<file path="src/rtl/decode_alu.sv">
`default_nettype none
// ============================================================================
// Module   : decode_alu
// Purpose  : ALU-control part of the main instruction decoder. Maps the
//            data-processing cmd field, the S bit (L) and the ALUOp
//            qualifier to the ALU operation select, the flag-write enables
//            and the register-write suppress signal. The outputs are
//            registered, so results appear one clock after the request.
// Ports    : clk        - system clock, rising edge
//            rst        - asynchronous active-high reset
//            in_valid   - decode request; inputs are sampled when 1
//            L          - S bit (set flags) of the instruction
//            cmd[3:0]   - data-processing opcode, instr[24:21]
//            ALUOp      - 1 = data-processing, 0 = memory/branch (ADD)
//            NoWrite    - suppress register-file write
//            ALUControl - 00 ADD, 01 SUB, 10 AND, 11 ORR
//            Flagw[1:0] - [1] write N,Z ; [0] write C,V
//            out_valid  - in_valid delayed by one clock
//            Illegal    - unsupported cmd while ALUOp=1
// Options  : DECODE_ALU_CMPTST_EN - also decode CMN (1011) and TST (1000)
// Revision : 1.0 - initial release
// ============================================================================
module decode_alu (
  input  logic       clk,
  input  logic       rst,
  input  logic       in_valid,
  input  logic       L,
  input  logic [3:0] cmd,
  input  logic       ALUOp,
  output logic       NoWrite,
  output logic [1:0] ALUControl,
  output logic [1:0] Flagw,
  output logic       out_valid,
  output logic       Illegal
);

  // Opcode encodings of the cmd field
  localparam logic [3:0] c_CMD_AND = 4'b0000;
  localparam logic [3:0] c_CMD_SUB = 4'b0010;
  localparam logic [3:0] c_CMD_ADD = 4'b0100;
  localparam logic [3:0] c_CMD_CMP = 4'b1010;
  localparam logic [3:0] c_CMD_ORR = 4'b1100;
`ifdef DECODE_ALU_CMPTST_EN
  localparam logic [3:0] c_CMD_TST = 4'b1000;
  localparam logic [3:0] c_CMD_CMN = 4'b1011;
`endif

  // ALU operation select encodings
  localparam logic [1:0] c_ALU_ADD = 2'b00;
  localparam logic [1:0] c_ALU_SUB = 2'b01;
  localparam logic [1:0] c_ALU_AND = 2'b10;
  localparam logic [1:0] c_ALU_ORR = 2'b11;

  logic       w_nowrite;
  logic [1:0] w_alu_control;
  logic [1:0] w_flagw;
  logic       w_illegal;

  logic       r_nowrite;
  logic [1:0] r_alu_control;
  logic [1:0] r_flagw;
  logic       r_out_valid;
  logic       r_illegal;

  // Combinational decode of the current request
  always_comb begin
    w_nowrite     = 1'b0;
    w_alu_control = c_ALU_ADD;
    w_flagw       = 2'b00;
    w_illegal     = 1'b0;
    if (ALUOp) begin
      case (cmd)
        c_CMD_ADD: begin
          w_alu_control = c_ALU_ADD;
          w_flagw       = {L, L};
        end
        c_CMD_SUB: begin
          w_alu_control = c_ALU_SUB;
          w_flagw       = {L, L};
        end
        // Logical ops never touch C,V
        c_CMD_AND: begin
          w_alu_control = c_ALU_AND;
          w_flagw       = {L, 1'b0};
        end
        c_CMD_ORR: begin
          w_alu_control = c_ALU_ORR;
          w_flagw       = {L, 1'b0};
        end
        // Compares always set flags, whatever the S bit says
        c_CMD_CMP: begin
          w_alu_control = c_ALU_SUB;
          w_flagw       = 2'b11;
          w_nowrite     = 1'b1;
        end
`ifdef DECODE_ALU_CMPTST_EN
        c_CMD_CMN: begin
          w_alu_control = c_ALU_ADD;
          w_flagw       = 2'b11;
          w_nowrite     = 1'b1;
        end
        c_CMD_TST: begin
          w_alu_control = c_ALU_AND;
          w_flagw       = 2'b10;
          w_nowrite     = 1'b1;
        end
`endif
        // Unsupported opcode: neither the result nor the flags are written
        default: begin
          w_alu_control = c_ALU_ADD;
          w_flagw       = 2'b00;
          w_nowrite     = 1'b1;
          w_illegal     = 1'b1;
        end
      endcase
    end
  end

  // Output registers; decode results only update on a valid request so the
  // last result is held across idle cycles.
  always_ff @(posedge clk or posedge rst) begin
    if (rst) begin
      r_nowrite     <= 1'b0;
      r_alu_control <= 2'b00;
      r_flagw       <= 2'b00;
      r_out_valid   <= 1'b0;
      r_illegal     <= 1'b0;
    end else begin
      r_out_valid <= in_valid;
      if (in_valid) begin
        r_nowrite     <= w_nowrite;
        r_alu_control <= w_alu_control;
        r_flagw       <= w_flagw;
        r_illegal     <= w_illegal;
      end
    end
  end

  assign NoWrite    = r_nowrite;
  assign ALUControl = r_alu_control;
  assign Flagw      = r_flagw;
  assign out_valid  = r_out_valid;
  assign Illegal    = r_illegal;

endmodule
`default_nettype wire

</file>
<file path="config.mk">
export PLATFORM = sky130hd
export DESIGN_NAME = decode_alu
export DESIGN_NICKNAME = d
export VERILOG_FILES = /design/src/rtl/decode_alu.sv
export SDC_FILE = /design/constraint.sdc
export NUM_CORES = 1
export LEC_CHECK = 0
export CAP_MARGIN = 20
export CORE_AREA = 2 2 39 41
export CTS_CLUSTER_SIZE = 30
export DETAILED_ROUTE_END_ITERATION = 6
export DIE_AREA = 0 0 41 43
export PLACE_DENSITY_LB_ADDON = 0.15
export SYNTH_ARGS = -nofsm -noshare
export SYNTH_HDL_FRONTEND = slang
export SYNTH_SLANG_ARGS = --single-unit
</file>
<file path="constraint.sdc">
create_clock -name clk -period 1.4 [get_ports clk]
set_clock_uncertainty 0.2 [all_clocks]
set_input_delay 0.14 -clock clk [delete_from_list [all_inputs] [get_ports clk]]
set_output_delay 0.14 -clock clk [all_outputs]
set_load 0.05 [all_outputs]
</file>
* Word-level counts from Yosys, hierarchy flattened
Index checks and enable logic that the tools add are counted.
Word-level totals: bits in registers 7, word-level logic and storage cells 23
Cells by class: reductions and logical operators 6, equal/unequal tests 4, multiplexer cells 8
Operators by type and width (number):
- 2-bit case mux with 3 select lines | 2
- 4-bit equality test, second input constant | 2
- 2-bit OR reduction | 3
- 5-bit OR reduction | 1
- 4-bit by 2-bit equality test with 1-bit output, second input constant | 1
- 4-bit by 3-bit equality test with 1-bit output, second input constant | 1
- 4-bit logical NOT | 1
- 1-bit 2-to-1 mux | 4
- 2-bit 2-to-1 mux | 2
- 4-bit OR reduction | 1

* Logic depth before layout (Yosys ltp)
depth after elaboration 4, depth in mapped cells 4, mapped depth without buffers 3

* Worst setup path before layout
No wires, ideal clock.
path type register to register, from register Illegal (netlist name), to register r_illegal (netlist: Illegal), buffers on the path 0, slack 170 ps, cell stages (with the launch flop) 3, period minus slack after synthesis 1230 ps, arrival time 910 ps, setup time 120 ps, cells stage by stage dfrtp_1 nor2b_1 a31o_1
RTL lines:
- end signal, assigned | RTL line 134 | r_illegal <= w_illegal;
- end, declared | RTL line 63 | logic r_illegal;

* Worst setup path after layout
from input cmd[2], to register r_flagw[0] (netlist: Flagw[0])
On the way: longest elaborated chain between the ends 4, elaborated cells on any way between the ends 9
Ends and longest elaborated chain:
- start, declared | RTL line 28 | input logic [3:0] cmd,
- 4-bit equality test, or another cell as far along | RTL line 72 | case (cmd)
- 2-bit OR reduction (no line)
- 2-bit case mux with 3 select lines * | RTL line 72
- 2-bit 2-to-1 mux * | RTL line 71 | if (ALUOp) begin
- end signal, assigned | RTL line 133 | r_flagw <= w_flagw;
- end, declared | RTL line 61 | logic [1:0] r_flagw;
Every way passes the cells marked *; elsewhere a longest branch is shown, timed or not. A chain may end at the register's enable or synchronous reset.

==> impl_metrics.tcl <==
set metrics [dict create \
    status "finished, final reports clean" \
    worstMarginPinSlew_ps 256 \
    powerDensity_nw_per_um2 904 \
    layoutNonFillerInstCount 76 \
    syn_inst 37 \
    syn-mean-instance-area_um2 9.67 \
    grt_pass1_vias 302 \
    drv_cap 0 \
    critPathKind "in -> reg" \
    grt_setup_unrepaired "false" \
    design_area_um2 657 \
    drc 0 \
    hold_depth 2 \
    port-buffer-count 15 \
    cts_tree "yes" \
    grt_antenna_before_repair 0 \
    die_w_um 41 \
    max_freq_mhz 819 \
    grtUsageTotal 0.107 \
    dieHeight_um 43 \
    setup_viol 0 \
    period_minus_slack_ps 1220 \
    dpl.hpwl_um 613 \
    clk_pin_slew_ps 50 \
    nets 70 \
    setup.worst_path.start_class "input pin" \
    grt_max_degree 8 \
    crit_fanout 6 \
    synth_edf_count 0 \
    place_area_um2 621 \
    drt_iter0_markers 1 \
    viasPerCell 4.30 \
    detail-route-antenna-nets 0 \
    core-area_um2 1380 \
    ys_dominant_reg_cell "dfrtp_1" \
    ff2ff_setup_slack_ps 360 \
    reg2reg_from "Illegal" \
    synth-seq-area-share 0.490 \
    clk-insertion-delay-late_ps 260 \
    syn_nets 46 \
    netlist_area_um2 358 \
    min_to "NoWrite" \
    slew_viol_final 0 \
    cts-htree-levels 1 \
    ios 16 \
    timing.hold.ws_ps 365 \
    hold_class "reg -> reg" \
    start_util 0.259 \
    ys_ff_latch 7 \
    fillers 125 \
    cellLeakagePower_nw 0.293 \
    grt-ovfl-total 0 \
    fin_setup_tns_ps 0 \
    reg2reg_to "Illegal" \
    drt_wl_total_um 741 \
    async_flop_share 1.00 \
    fin_total_pwr_mw 0.594 \
    cts_root_buffer "clkbuf_4" \
    cp.required_ps 1340 \
    drive_gt1_frac 0.267 \
    diodes 0 \
    firstDrtPassIters 4 \
    cp-end-kind "flop" \
    grt_first_pass_wirelength_mm 1.20 \
    die-area_um2 1760 \
    yosysWarnings 0 \
    cts_buffer_depth 2 \
    place_congestion 0.654 \
    period_share 0.872 \
    clkSinkCount 7 \
    dp_cells 71 \
    max-slew-margin-rel 0.829 \
    finalHoldViolCount 0 \
    regArea_um2 175 \
    synthToLayoutAreaGrowth_pct 83.6 \
    numCtsBuffers 3 \
    holdCritStartpoint "NoWrite" \
    rows 14 \
    vias 327 \
    yosysUniqueCellTypes 17 \
    arrival_ps 1160 \
    post_drt_wl_per_cell_um 9.75 \
    peakVddDrop_v 0.000499 \
    r2r_cells 2 \
    multi_input_area_um2 153 \
]
[worst max-delay path by stage]
stage	start	end	slack (ps)
after floorplan	Illegal	Illegal	170
after global placement	cmd[2]	Flagw[0]	-100
after detailed placement	cmd[2]	Flagw[0]	-110
after CTS	cmd[2]	Flagw[0]	170
after global routing	cmd[2]	Illegal	110
final	cmd[2]	Flagw[0]	180
[final cells by class]
cell class	instances	share of cell area
inverter	6	0.0343
clock buffer	4	0.0400
tap	16	0.0305
timing repair buffer	20	0.396
multi-input combinational	23	0.232
sequential	7	0.267
[placed cells by master (no fill, tap or decap)]
cell type	Yosys	routed
dlygate4sd3_1	0	1
a21oi_1	3	3
clkbuf_4	0	3
dfrtp_1	7	7
o32ai_1	2	2
a21o_1	1	1
and2b_1	2	2
nor2b_1	2	2
o22ai_1	2	2
a31o_1	1	1
xor2_1	1	1
inv_1	6	6
or2_1	1	1
clkdlybuf4s50_1	0	8
a22oi_1	1	1
buf_4	1	4
nand2_1	3	3
nand2b_2	1	1
nand3b_2	1	1
o21ai_1	2	2
clkbuf_1	0	1
buf_12	0	7
[state kept, by name, indices dropped and copies added (netlist names)]
name and cells:
ALUControl 2, Flagw 2, Illegal 1, NoWrite 1, out_valid 1
[cells in the mapped netlist (all sizes together), types with 2 or more instances]
master | number | area, um2
dfrtp | 7 | 175
inv | 6 | 22.5
a21oi | 3 | 15.0
nand2 | 3 | 11.3
and2b | 2 | 15.0
nor2b | 2 | 12.5
o21ai | 2 | 10.0
o22ai | 2 | 12.5
o32ai | 2 | 17.5
[metrics by stage]
step                worst slack [ps]  utilization
global placement                -103        0.448
global route                     108        0.475
detailed placement              -107        0.448
CTS                              167        0.475
finish                           179        0.475
floorplan                        170            -
[kinds of logic (layout without fill, tap and decap cells)]
family | Yosys count | count (layout) | synth area share
xor gates and xnor gates | 1 | 1 | 0.0245
DFF | 7 | 7 | 0.490
AOI/OAI and AO/OA | 12 | 12 | 0.220
and+or+nand+nor | 10 | 10 | 0.182
buffers and inverters | 7 | 30 | 0.0839
[power by group]
part / leakage [nW] / switching (mW) / internal [mW] / total (mW)
Clock: 0.0150 / 0.0759 / 0.109 / 0.185
Combinational: 0.186 / 0.0849 / 0.0953 / 0.180
Sequential: 0.0917 / 0.0135 / 0.215 / 0.229
[layer usage]
metal	track usage	routed length, um
met1	0.125	307
met2	0.147	383
met3	0.0785	50
met4	0.0400	0
met5	0	0
[worst max-delay path, stage by stage]
cell	delay, ps
clkdlybuf4s50_1	550
and2b_1	210
a22oi_1	170
o22ai_1	90
[repair_timing]
item | CTS | global route
hold endpoints to repair | 7 | 0
hold buffers | 1 | 0
endpoints found under the setup margin | 0 | 0
setup buffers | 0 | 0
gates resized for setup | 0 | 0
(Power assumes the default switching activity.)
